### src/rtl/definitions_pkg.sv
// Shared definitions for the UART receive controller slice.
// Latency: n/a (types, constants and a helper only).
// Backpressure: n/a.
// Contents: oversample rate, default FIFO depth / timeout, controller state enum,
//           divisor helper.
package definitions_pkg;

   localparam int OVERSAMPLE_RATE   = 16;
   localparam int RX_FIFO_DEPTH_DEF = 4;
   localparam int TIMEOUT_BITS_DEF  = 4;
   localparam int LEVEL_W           = 5;

   typedef enum logic [1:0] {
      ST_OFF    = 2'd0,
      ST_LISTEN = 2'd1,
      ST_ACTIVE = 2'd2
   } ctrl_state_t;

   // Terminal count of the tick counter; a divisor of 0 behaves like 1.
   function automatic logic [15:0] tick_last_count(input logic [15:0] div);
      return (div == 16'd0) ? 16'd0 : (div - 16'd1);
   endfunction

endpackage

### src/rtl/uart_rx_ctrl_if.sv
// Receiver-side and byte-stream signals between the controller and its neighbours.
// Latency: n/a (wires only).
// Backpressure: m_valid/m_ready stream; rx_enabled gates frame starts.
// master: controller view (drives rx_enabled, s_tick, m_valid, m_data).
// slave : receiver + consumer view (drives rx_busy, rx_done, rx_err, rx_data, m_ready).
interface uart_rx_ctrl_if;

   logic       rx_busy;
   logic       rx_done;
   logic       rx_err;
   logic [7:0] rx_data;
   logic       rx_enabled;
   logic       s_tick;
   logic       m_valid;
   logic [7:0] m_data;
   logic       m_ready;

   modport master (
      input  rx_busy, rx_done, rx_err, rx_data, m_ready,
      output rx_enabled, s_tick, m_valid, m_data
   );

   modport slave (
      output rx_busy, rx_done, rx_err, rx_data, m_ready,
      input  rx_enabled, s_tick, m_valid, m_data
   );

endinterface

### src/rtl/uart_rx_fifo.sv
// Synchronous first-word-fall-through byte FIFO with occupancy level.
// Latency: head valid the cycle after a push into an empty FIFO.
// Backpressure: push refused when full unless a pop happens in the same cycle.
// Ports: clk, rstN; push/push_data in; pop in; head_valid/head_data out;
//        full, level (0..DEPTH) out.
module uart_rx_fifo
   import definitions_pkg::*;
#(
   parameter int DEPTH = RX_FIFO_DEPTH_DEF
)
(
   input  logic               clk,
   input  logic               rstN,
   input  logic               push,
   input  logic [7:0]         push_data,
   input  logic               pop,
   output logic               head_valid,
   output logic [7:0]         head_data,
   output logic               full,
   output logic [LEVEL_W-1:0] level
);

   localparam int PW = (DEPTH > 1) ? $clog2(DEPTH) : 1;

   logic [7:0]         mem [DEPTH];
   logic [PW-1:0]      wr_ptr;
   logic [PW-1:0]      rd_ptr;
   logic [LEVEL_W-1:0] level_q;
   logic               do_push;
   logic               do_pop;

   assign full       = (level_q == LEVEL_W'(DEPTH));
   assign head_valid = (level_q != '0);
   assign do_pop     = pop && head_valid;
   // A pop in the same cycle frees the slot the push needs.
   assign do_push    = push && (!full || do_pop);
   // Head reads as zero while empty so reset and drained states look alike.
   assign head_data  = head_valid ? mem[rd_ptr] : 8'h00;
   assign level      = level_q;

   // Power-of-two depth: pointers wrap by natural overflow.
   always_ff @(posedge clk or negedge rstN) begin
      if (!rstN) begin
         wr_ptr  <= '0;
         rd_ptr  <= '0;
         level_q <= '0;
      end else begin
         if (do_push) wr_ptr <= wr_ptr + PW'(1);
         if (do_pop)  rd_ptr <= rd_ptr + PW'(1);
         case ({do_push, do_pop})
            2'b10:   level_q <= level_q + LEVEL_W'(1);
            2'b01:   level_q <= level_q - LEVEL_W'(1);
            default: level_q <= level_q;
         endcase
      end
   end

   always_ff @(posedge clk) begin
      if (do_push) mem[wr_ptr] <= push_data;
   end

endmodule

### src/rtl/uart_rx_ctrl.sv
// UART receive controller: enable FSM, oversample tick, byte FIFO, status, idle timeout.
// Latency: byte visible on m_valid one cycle after rx_done; rx_enabled lags state by 1.
// Backpressure: full FIFO drops rx_enabled; a byte arriving while full sets overrun.
// Ports: clk, rstN; enable, baud_div, clr_status in; bus (master: receiver + stream);
//        overrun, err_count, idle_timeout, level out.
module uart_rx_ctrl
   import definitions_pkg::*;
#(
   parameter int RX_FIFO_DEPTH = RX_FIFO_DEPTH_DEF,
   parameter int TIMEOUT_BITS  = TIMEOUT_BITS_DEF
)
(
   input  logic               clk,
   input  logic               rstN,
   input  logic               enable,
   input  logic [15:0]        baud_div,
   input  logic               clr_status,
   uart_rx_ctrl_if.master     bus,
   output logic               overrun,
   output logic [7:0]         err_count,
   output logic               idle_timeout,
   output logic [LEVEL_W-1:0] level
);

   localparam int IDLE_LIMIT = TIMEOUT_BITS * OVERSAMPLE_RATE;
   localparam int IW         = $clog2(IDLE_LIMIT + 1);

   ctrl_state_t        state;
   logic               rx_en_q;
   logic [15:0]        tick_cnt;
   logic [15:0]        tick_last;
   logic               running;
   logic               tick;
   logic               tick_wrap;
   logic               fifo_valid;
   logic               fifo_full;
   logic [7:0]         fifo_head;
   logic [LEVEL_W-1:0] fifo_level;
   logic               pop;
   logic               drop;
   logic [IW-1:0]      idle_cnt;
   logic               idle_clr;
   logic               idle_inc;

   // ---------------------------------------------------------------- tick
   // The live divisor is compared every cycle, so a new value is picked up
   // at the next wrap; a count already past a smaller divisor wraps at once.
   assign tick_last = tick_last_count(baud_div);
   assign running   = (state != ST_OFF);
   assign tick      = running && (tick_cnt == tick_last);
   assign tick_wrap = (tick_cnt >= tick_last);

   always_ff @(posedge clk or negedge rstN) begin
      if (!rstN) begin
         tick_cnt <= '0;
      end else if (!running || tick_wrap) begin
         tick_cnt <= '0;
      end else begin
         tick_cnt <= tick_cnt + 16'd1;
      end
   end

   // ----------------------------------------------------------------- FSM
   // Dropping enable mid-frame is honoured only at rx_done so the frame in
   // flight keeps its ticks.
   always_ff @(posedge clk or negedge rstN) begin
      if (!rstN) begin
         state   <= ST_OFF;
         rx_en_q <= 1'b0;
      end else begin
         rx_en_q <= (state == ST_LISTEN) && (fifo_level < LEVEL_W'(RX_FIFO_DEPTH));
         case (state)
            ST_OFF: begin
               if (enable) state <= ST_LISTEN;
            end
            ST_LISTEN: begin
               if (!enable)          state <= ST_OFF;
               else if (bus.rx_busy) state <= ST_ACTIVE;
            end
            ST_ACTIVE: begin
               if (bus.rx_done) state <= enable ? ST_LISTEN : ST_OFF;
            end
            default: state <= ST_OFF;
         endcase
      end
   end

   // ---------------------------------------------------------------- FIFO
   assign pop  = bus.m_ready && fifo_valid;
   assign drop = bus.rx_done && fifo_full && !pop;

   uart_rx_fifo #(
      .DEPTH (RX_FIFO_DEPTH)
   ) u_fifo (
      .clk        (clk),
      .rstN       (rstN),
      .push       (bus.rx_done),
      .push_data  (bus.rx_data),
      .pop        (bus.m_ready),
      .head_valid (fifo_valid),
      .head_data  (fifo_head),
      .full       (fifo_full),
      .level      (fifo_level)
   );

   // -------------------------------------------------------------- status
   // A new event in the same cycle as clr_status wins over the clear.
   always_ff @(posedge clk or negedge rstN) begin
      if (!rstN) begin
         overrun   <= 1'b0;
         err_count <= 8'd0;
      end else begin
         if (drop)            overrun <= 1'b1;
         else if (clr_status) overrun <= 1'b0;

         if (bus.rx_err) begin
            if (clr_status)              err_count <= 8'd1;
            else if (err_count != 8'hFF) err_count <= err_count + 8'd1;
         end else if (clr_status) begin
            err_count <= 8'd0;
         end
      end
   end

   // -------------------------------------------------------- idle timeout
   // Counter parks at the limit so the pulse fires once per idle stretch.
   assign idle_clr = (state != ST_LISTEN) || bus.rx_done || pop;
   assign idle_inc = (state == ST_LISTEN) && (fifo_level != '0) && tick &&
                     (idle_cnt != IW'(IDLE_LIMIT));

   always_ff @(posedge clk or negedge rstN) begin
      if (!rstN) begin
         idle_cnt     <= '0;
         idle_timeout <= 1'b0;
      end else begin
         idle_timeout <= !idle_clr && idle_inc && (idle_cnt == IW'(IDLE_LIMIT - 1));
         if (idle_clr)      idle_cnt <= '0;
         else if (idle_inc) idle_cnt <= idle_cnt + IW'(1);
      end
   end

   // ------------------------------------------------------------- outputs
   assign bus.rx_enabled = rx_en_q;
   assign bus.s_tick     = tick;
   assign bus.m_valid    = fifo_valid;
   assign bus.m_data     = fifo_head;
   assign level          = fifo_level;

endmodule

### src/flat_wrapper.sv
// flat-port wrapper written by rule: the top's interface ports become plain ports
module uart_rx_ctrl_flat import definitions_pkg::*;
#(
   parameter int RX_FIFO_DEPTH = RX_FIFO_DEPTH_DEF,
   parameter int TIMEOUT_BITS  = TIMEOUT_BITS_DEF
)
  (clk, rstN, enable, baud_div, clr_status, overrun, err_count, idle_timeout, level, bus_rx_busy, bus_rx_done, bus_rx_err, bus_rx_data, bus_m_ready, bus_rx_enabled, bus_s_tick, bus_m_valid, bus_m_data);
  uart_rx_ctrl_if bus_i ();
  input  logic clk;
  input  logic rstN;
  input  logic enable;
  input  logic [15:0] baud_div;
  input  logic clr_status;
  output logic overrun;
  output logic [7:0] err_count;
  output logic idle_timeout;
  output logic [LEVEL_W-1:0] level;
  input wire logic [$bits(bus_i.rx_busy)-1:0] bus_rx_busy;
  input wire logic [$bits(bus_i.rx_done)-1:0] bus_rx_done;
  input wire logic [$bits(bus_i.rx_err)-1:0] bus_rx_err;
  input wire logic [$bits(bus_i.rx_data)-1:0] bus_rx_data;
  input wire logic [$bits(bus_i.m_ready)-1:0] bus_m_ready;
  output wire logic [$bits(bus_i.rx_enabled)-1:0] bus_rx_enabled;
  output wire logic [$bits(bus_i.s_tick)-1:0] bus_s_tick;
  output wire logic [$bits(bus_i.m_valid)-1:0] bus_m_valid;
  output wire logic [$bits(bus_i.m_data)-1:0] bus_m_data;
  assign bus_i.rx_busy = bus_rx_busy;
  assign bus_i.rx_done = bus_rx_done;
  assign bus_i.rx_err = bus_rx_err;
  assign bus_i.rx_data = bus_rx_data;
  assign bus_i.m_ready = bus_m_ready;
  assign bus_rx_enabled = bus_i.rx_enabled;
  assign bus_s_tick = bus_i.s_tick;
  assign bus_m_valid = bus_i.m_valid;
  assign bus_m_data = bus_i.m_data;
  uart_rx_ctrl #(.RX_FIFO_DEPTH(RX_FIFO_DEPTH), .TIMEOUT_BITS(TIMEOUT_BITS)) u_core (.clk(clk), .rstN(rstN), .enable(enable), .baud_div(baud_div), .clr_status(clr_status), .bus(bus_i), .overrun(overrun), .err_count(err_count), .idle_timeout(idle_timeout), .level(level));
endmodule
### config.mk
export PLATFORM = sky130hd
export DESIGN_NAME = uart_rx_ctrl_flat
export DESIGN_NICKNAME = d
export VERILOG_FILES = /design/src/rtl/definitions_pkg.sv /design/src/rtl/uart_rx_ctrl_if.sv /design/src/rtl/uart_rx_fifo.sv /design/src/rtl/uart_rx_ctrl.sv /design/src/flat_wrapper.sv
export SDC_FILE = /design/constraint.sdc
export NUM_CORES = 1
export LEC_CHECK = 0
export ABC_AREA = 1
export CORE_ASPECT_RATIO = 0.9
export CORE_MARGIN = 3
export CORE_UTILIZATION = 50
export DETAILED_ROUTE_END_ITERATION = 10
export PLACE_DENSITY = 0.73
export SLEW_MARGIN = 20
export SYNTH_ARGS = -nofsm -noshare
export SYNTH_HDL_FRONTEND = slang
export SYNTH_SLANG_ARGS = --single-unit
### constraint.sdc
create_clock -name clk -period 7.1 [get_ports clk]
set_input_delay 1.42 -clock clk [delete_from_list [all_inputs] [get_ports clk]]
set_output_delay 1.42 -clock clk [all_outputs]
set_load 0.005 [all_outputs]
==> results of run 1 <==
-- cells by family (layout without fill, tap and decap cells) --
logic type | after synthesis | in the layout | synth area share (%)
buf+inv | 81 | 146 | 6.78
fa+ha+maj | 31 | 31 | 8.30
flops | 77 | 77 | 43.8
simple gates | 326 | 326 | 30.8
compound gates | 52 | 52 | 6.25
xor+xnor | 22 | 22 | 4.05
-- layout make-up --
cell class / count / area share, %
Clock buffer: 9 / 2.20
Clock inverter: 7 / 1.14
Inverter: 73 / 4.87
Multi-Input combinational cell: 431 / 41.8
Sequential cell: 77 / 37.1
Tap cell: 122 / 2.72
Timing Repair Buffer: 57 / 10.1
-- layout by cell type (no fill, tap or decap), drive strengths merged, types with 2 or more instances in the layout --
| master | n |
|---|---|
| nand2 | 124 |
| a21oi | 17 |
| ha | 30 |
| a31oi | 3 |
| or2 | 4 |
| clkinvlp | 2 |
| o21ai | 24 |
| clkdlybuf4s50 | 56 |
| inv | 77 |
| edfxtp | 32 |
| xor2 | 18 |
| o211ai | 2 |
| dfrtp | 45 |
| nor4 | 2 |
| nand4 | 18 |
| nand3 | 49 |
| clkbuf | 9 |
| nor3 | 13 |
| xnor2 | 4 |
| nor2 | 114 |
-- layer usage --
layer  track usage, %  up-vias
met1             29.3     1832
met5                0        -
li1                 -     2050
met3             4.65       15
met4             5.53        0
met2             31.2      123
-- worst paths after layout --
kind,startpoint,to,slack [ns],cells past startpoint
worst max-delay path,baud_div[4],bus_s_tick,1.21,14
worst max register to register,u_core.u_fifo.level[1],u_core.u_fifo.level[4],4.69,13
worst min register to register,u_core.overrun,u_core.overrun,0.52,2
worst min-delay path,u_core.overrun,u_core.overrun,0.52,2
max in group asynchronous,rstN,u_core.idle_cnt[0],5.63,1
min in group asynchronous,rstN,u_core.err_count[2],1.05,1
-- metrics by stage --
stage | utilization, % | setup WS [ns] | hold WS (ns)
global route | 61.1 | 0.998 | 0.563
finish | 61.1 | 1.21 | 0.524
global placement | 59.0 | 1.32 | 0.500
detailed placement | 59.0 | 1.24 | 0.511
floorplan | - | 2.55 | 0.476
CTS | 61.0 | 1.22 | 0.529
-- power breakdown --
part	leakage [nW]	internal, mW	total, mW	switching [mW]
registers	0.896	0.539	0.608	0.0690
clock network	0.0903	0.135	0.319	0.184
logic	1.51	0.230	0.495	0.265
total	2.50	0.904	1.42	0.518
-- flip-flops by register name, indices dropped and copies added (netlist names) --
| register | cells |
|---|---|
| u_core.idle_timeout | 1 |
| u_core.tick_cnt | 16 |
| u_core.idle_cnt | 7 |
| u_core.u_fifo.rd_ptr | 2 |
| u_core.bus.rx_enabled | 1 |
| u_core.u_fifo.level | 5 |
| u_core.u_fifo.wr_ptr | 2 |
| u_core.err_count | 8 |
| u_core.state | 2 |
| u_core.u_fifo.mem | 32 |
| u_core.overrun | 1 |
-- worst max-delay path, cell delays in order --
cell and delay [ns]:
clkdlybuf4s50_1 0.45, or2_2 0.33, nor2_4 0.16, nand2_1 0.12
nor2_4 0.15, nand2_1 0.07, nand2_1 0.07, nand3_1 0.07
ha_1 0.30, nand2_1 0.07, nor2_1 0.14, nand2_1 0.15
nor3_4 0.39, clkdlybuf4s50_1 0.58
==> results.ini, run 1 <==
[drt]
drtIter0Drc = 255
ant_nets = 0
drc = 0
num_vias = 4020
wl_met3_um = 568
vias_per_cell = 5.18
highest_layer = met4
drt-total-wl_mm = 10.3
wl_met2_mm = 4.83
met1_length_mm = 4.81
wl_per_cell_um = 13.3
first_pass_iters = 6

[timing]
worstMarginPinSlew_ns = 0.794
max_freq_mhz = 170
period_needed_ns = 5.89
fin_tns_setup_ns = 0
setup_viol = 0
maxSlewViolCount = 0
hold_viol = 0
maxSlewHeadroom_pct = 46.9
rsz0062_at_grt = no
fin_skew_ns = 0.0132
period_share_pct = 83.0

[finish]
drive_above_1_share_pct = 7.65
fillerInstances = 786
diodes = 0
area_delta_synth_final_pct = 18.1
fin_area_sq_um = 5620
multiInputGateArea_sq_um = 2350
stdcell_count = 776
layout.nets = 712
seq_area_sq_um = 2090

[synth]
ys_ff_latch = 77
synth_ff_type = dfrtp_1
postSynthAreaPerCell_sq_um = 8.09
ys_top_cells_by_area = dfrtp_1 (24%), edfxtp_1 (20%), nand2_1 (9.6%)
synth_top_area_share_pct = 23.6
async_flop_share_pct = 58.4
synth.distinct_cells = 36
ys_top_cells_by_count = nand2_1 (122), nor2_1 (97), inv_1 (71), dfrtp_1 (45), nand3_1 (44)
synth_area_leader_cell = dfrtp_1
mappedNetlistArea_sq_um = 4760
syn_nets = 652
synth_most_common_cell = nand2_1
yosys_warnings = 0
synth_edf_count = 32
ys_seq_area_share_pct = 43.8
synth_cells = 589

[worst_setup_path]
cp-end-kind = primary output
crit_type = in2out
crit_arrival_ns = 4.47
start_kind = input pin
crit_path_max_fanout = 9
critPathRequiredTime_ns = 5.68

[cts]
cts_sinks = 77
path_clk_slew_ns = 0.08
postCtsSetupBuffers = 0
h-tree-depth = 3
cts_resized = 0
cts_buffers = 9
postCtsHoldBufs = 0
clock_latency_ns = 0.36
cts_root_buf = clkbuf_8
cts_tree = built
clk_path_buf_depth = 2

[placed_design]
gp_congestion = 0.889
place_inst = 760
place_hpwl_mm = 7.63
placed_area_sq_um = 5430
io_buffers = 57

[global_routing]
grt_pass1_wl_mm = 17.6
grt-ovfl-total = 0
antenna_found_initial = 0
grt_start_max_net_pins = 46
grt_use_total_pct = 20.4
grt_pass1_vias = 3798

[pwr]
static-leakage-power_nw = 2.50
finalPower_mw = 1.42
ir_drop_mv = 0.148
powerDensity_nw_per_um2 = 253

[floorplanning]
die_height_um = 98.6
core_area_sq_um = 9210
die_area_sq_um = 10700
pin_count = 58
rows = 33
initial_core_util_pct = 51.7
fp.dieW_um = 109

[job]
drv_cap = 0

[status]
status = finished, final reports clean

[worst_hold_path]
min_path_type = reg2reg

(Power assumes the default switching activity.)
==> run 2: changes to the inputs <==
==> constraint.sdc (replaced) <==
create_clock -name clk -period 6.07 [get_ports clk]
set_input_delay 1.214 -clock clk [delete_from_list [all_inputs] [get_ports clk]]
set_output_delay 1.214 -clock clk [all_outputs]
set_load 0.005 [all_outputs]
==> run 2 against run 1 <==
Routed wire length shrank 0.33%. Die area is the same. Global-route usage shrank 0.25 points. Worst hold slack gained 0.013 ns. Sequential power grew 17%. Largest cell class unchanged. Largest power group unchanged.
==> results.ini, run 2 (synthesized netlist as in run 1, its figures left out) <==
[cts]
clk_path_buf_depth = 2  ; unchanged
path_clk_slew_ns = 0.08  ; about the same
h-tree-depth = 3  ; unchanged
cts_resized = 0  ; unchanged
cts_sinks = 77  ; unchanged
cts_tree = built  ; unchanged
clock_latency_ns = 0.36  ; about the same
postCtsSetupBuffers = 0  ; unchanged
cts_root_buf = clkbuf_8  ; unchanged
postCtsHoldBufs = 0  ; unchanged
cts_buffers = 9  ; unchanged

[global_routing]
grt-ovfl-total = 0  ; unchanged
grt_start_max_net_pins = 46  ; unchanged
grt_pass1_vias = 3820  ; was 3,798
grt_pass1_wl_mm = 17.3  ; was 17.6 mm
grt_use_total_pct = 20.2  ; was 20.4%
antenna_found_initial = 0  ; unchanged

[timing]
max_freq_mhz = 188
rsz0062_at_grt = no  ; unchanged
setup_viol = 0  ; unchanged
worstMarginPinSlew_ns = 0.797  ; was 0.794 ns
period_share_pct = 87.6
period_needed_ns = 5.32
fin_tns_setup_ns = 0  ; unchanged
hold_viol = 0  ; unchanged
maxSlewHeadroom_pct = 46.6  ; was 46.9%
fin_skew_ns = 0.00750  ; was 0.0132 ns
maxSlewViolCount = 0  ; unchanged

[drt]
drc = 0  ; unchanged
ant_nets = 0  ; unchanged
drt-total-wl_mm = 10.3  ; about the same
drtIter0Drc = 233  ; was 255
wl_per_cell_um = 13.2  ; was 13.3 um
num_vias = 3993  ; was 4,020
first_pass_iters = 5  ; was 6
vias_per_cell = 5.14  ; was 5.18

[worst_hold_path]
min_path_type = reg2reg  ; unchanged
hp-start = u_core.overrun  ; unchanged

[finish]
area_delta_synth_final_pct = 18.2  ; was 18.1%
regMostFlops = u_core.u_fifo.mem  ; unchanged
drive_above_1_share_pct = 7.79  ; was 7.65%
largest_register_ff_count = 32  ; unchanged
layout.nets = 713  ; was 712
layout_common_cells = nand2_1 (122), nor2_1 (97), inv_1 (71)  ; unchanged
diodes = 0  ; unchanged
final_common_cell = nand2_1  ; unchanged
reg_top3 = u_core.u_fifo.mem: 32 flops, u_core.tick_cnt: 16 flops, u_core.err_count: 8 flops  ; unchanged

[pwr]
powerDensity_nw_per_um2 = 295  ; was 253 nW/um^2
ir_drop_mv = 0.178  ; was 0.148 mV
static-leakage-power_nw = 2.50  ; about the same
finalPower_mw = 1.66  ; was 1.42 mW

[floorplanning]
initial_core_util_pct = 51.7  ; unchanged
fp.dieW_um = 109  ; unchanged
die_area_sq_um = 10700  ; unchanged
pin_count = 58  ; unchanged
core_area_sq_um = 9210  ; unchanged
die_height_um = 98.6  ; unchanged
rows = 33  ; unchanged

[worst_setup_path]
crit_arrival_ns = 4.10  ; was 4.47 ns
path_cells = clkdlybuf4s50_1 -> or2_2 -> nor2_4 -> nand2_1 -> nor2_4 -> nand2_1 -> nand2_1 -> nand3_1 -> ha_1 -> nand2_1 -> nor2_1 -> nand2_1 -> nor3_4 -> buf_4 -> clkdlybuf4s50_1  ; was clkdlybuf4s50_1 -> or2_2 -> nor2_4 -> nand2_1 -> nor2_4 -> nand2_1 -> nand2_1 -> nand3_1 -> ha_1 -> nand2_1 -> nor2_1 -> nand2_1 -> nor3_4 -> clkdlybuf4s50_1
reg2reg_slack_ns = 3.60  ; was 4.69 ns
cp_slowest_cell = clkdlybuf4s50_1  ; unchanged
cp-end-kind = primary output  ; unchanged
start_kind = input pin  ; unchanged
worst_path_most_repeated_cell = nand2_1  ; unchanged
critPathRequiredTime_ns = 4.86  ; was 5.68 ns
startpoint = baud_div[4]  ; unchanged
crit_type = in2out  ; unchanged
cp.buffers_inverters = 3  ; was 2
cp_slowest_stage_delay_ns = 0.51  ; was 0.58 ns
crit_path_max_fanout = 9  ; unchanged
path_delay_family = simple AND/OR/NAND/NOR gates  ; unchanged
r2r_start = u_core.u_fifo.level[1]  ; unchanged

[status]
status = finished, final reports clean  ; unchanged

[placed_design]
place_hpwl_mm = 7.60  ; was 7.63 mm
io_buffers = 57  ; unchanged
gp_congestion = 0.889  ; about the same

[job]
drv_cap = 0  ; unchanged

run 2: cell count changes in the layout (fill, tap and decap cells not counted):
| cell | previous run | this run |
|---|---|---|
| buf_4 | 1 | 2 |
run 2: routing by layer:
| metal | vias to the layer above | global-route usage, % | wire length, um |
|---|---|---|---|
| li1 | 2050 | - | - |
| met4 | 0 | 5.73 | 115 |
| met3 | 10 | 4.06 | 497 |
| met5 | - | 0 | 0 |
| met1 | 1837 | 27.9 | 4890 |
| met2 | 96 | 32.2 | 4780 |
run 2: tightest hold or removal path, stage by stage, from the launching register on:
cell     delay, ns
dfrtp_1       0.37
nand2_1       0.06
o21ai_0       0.07
run 2: through the flow:
stage               hold slack (ns)  utilization [%]  area [sq um]  setup WS [ns]  cells
global placement              0.501             59.1          5440          0.787    761
floorplan                     0.476                -          4760           1.94    589
detailed placement            0.513             59.1          5440          0.742    761
global route                  0.554             61.1          5630          0.489    777
CTS                           0.533             61.1          5630          0.736    777
finish                        0.536             61.1          5630          0.755    777
run 2: layout make-up:
class | count | area, sq um
clock buffer | 9 | 124
sequential | 77 | 2090
fill | 823 | 3580
clock inverter | 7 | 63.8
tap | 122 | 153
multi-input combinational | 431 | 2350
timing repair buffer | 58 | 576
inverter | 73 | 274
run 2: path summary, 6_finish.rpt:
kind | endpoint | cells past startpoint
worst max-delay path | bus_s_tick | 15
worst min-delay path | u_core.overrun | 2
worst max register to register | u_core.u_fifo.level[4] | 13
worst min register to register | u_core.overrun | 2
max in group asynchronous | u_core.u_fifo.level[0] | 1
min in group asynchronous | u_core.err_count[2] | 1
run 2: power by group:
group	switching (mW)	internal, mW	leakage (nW)
Sequential	0.0801	0.631	0.896
Clock	0.214	0.157	0.0903
Combinational	0.308	0.269	1.52
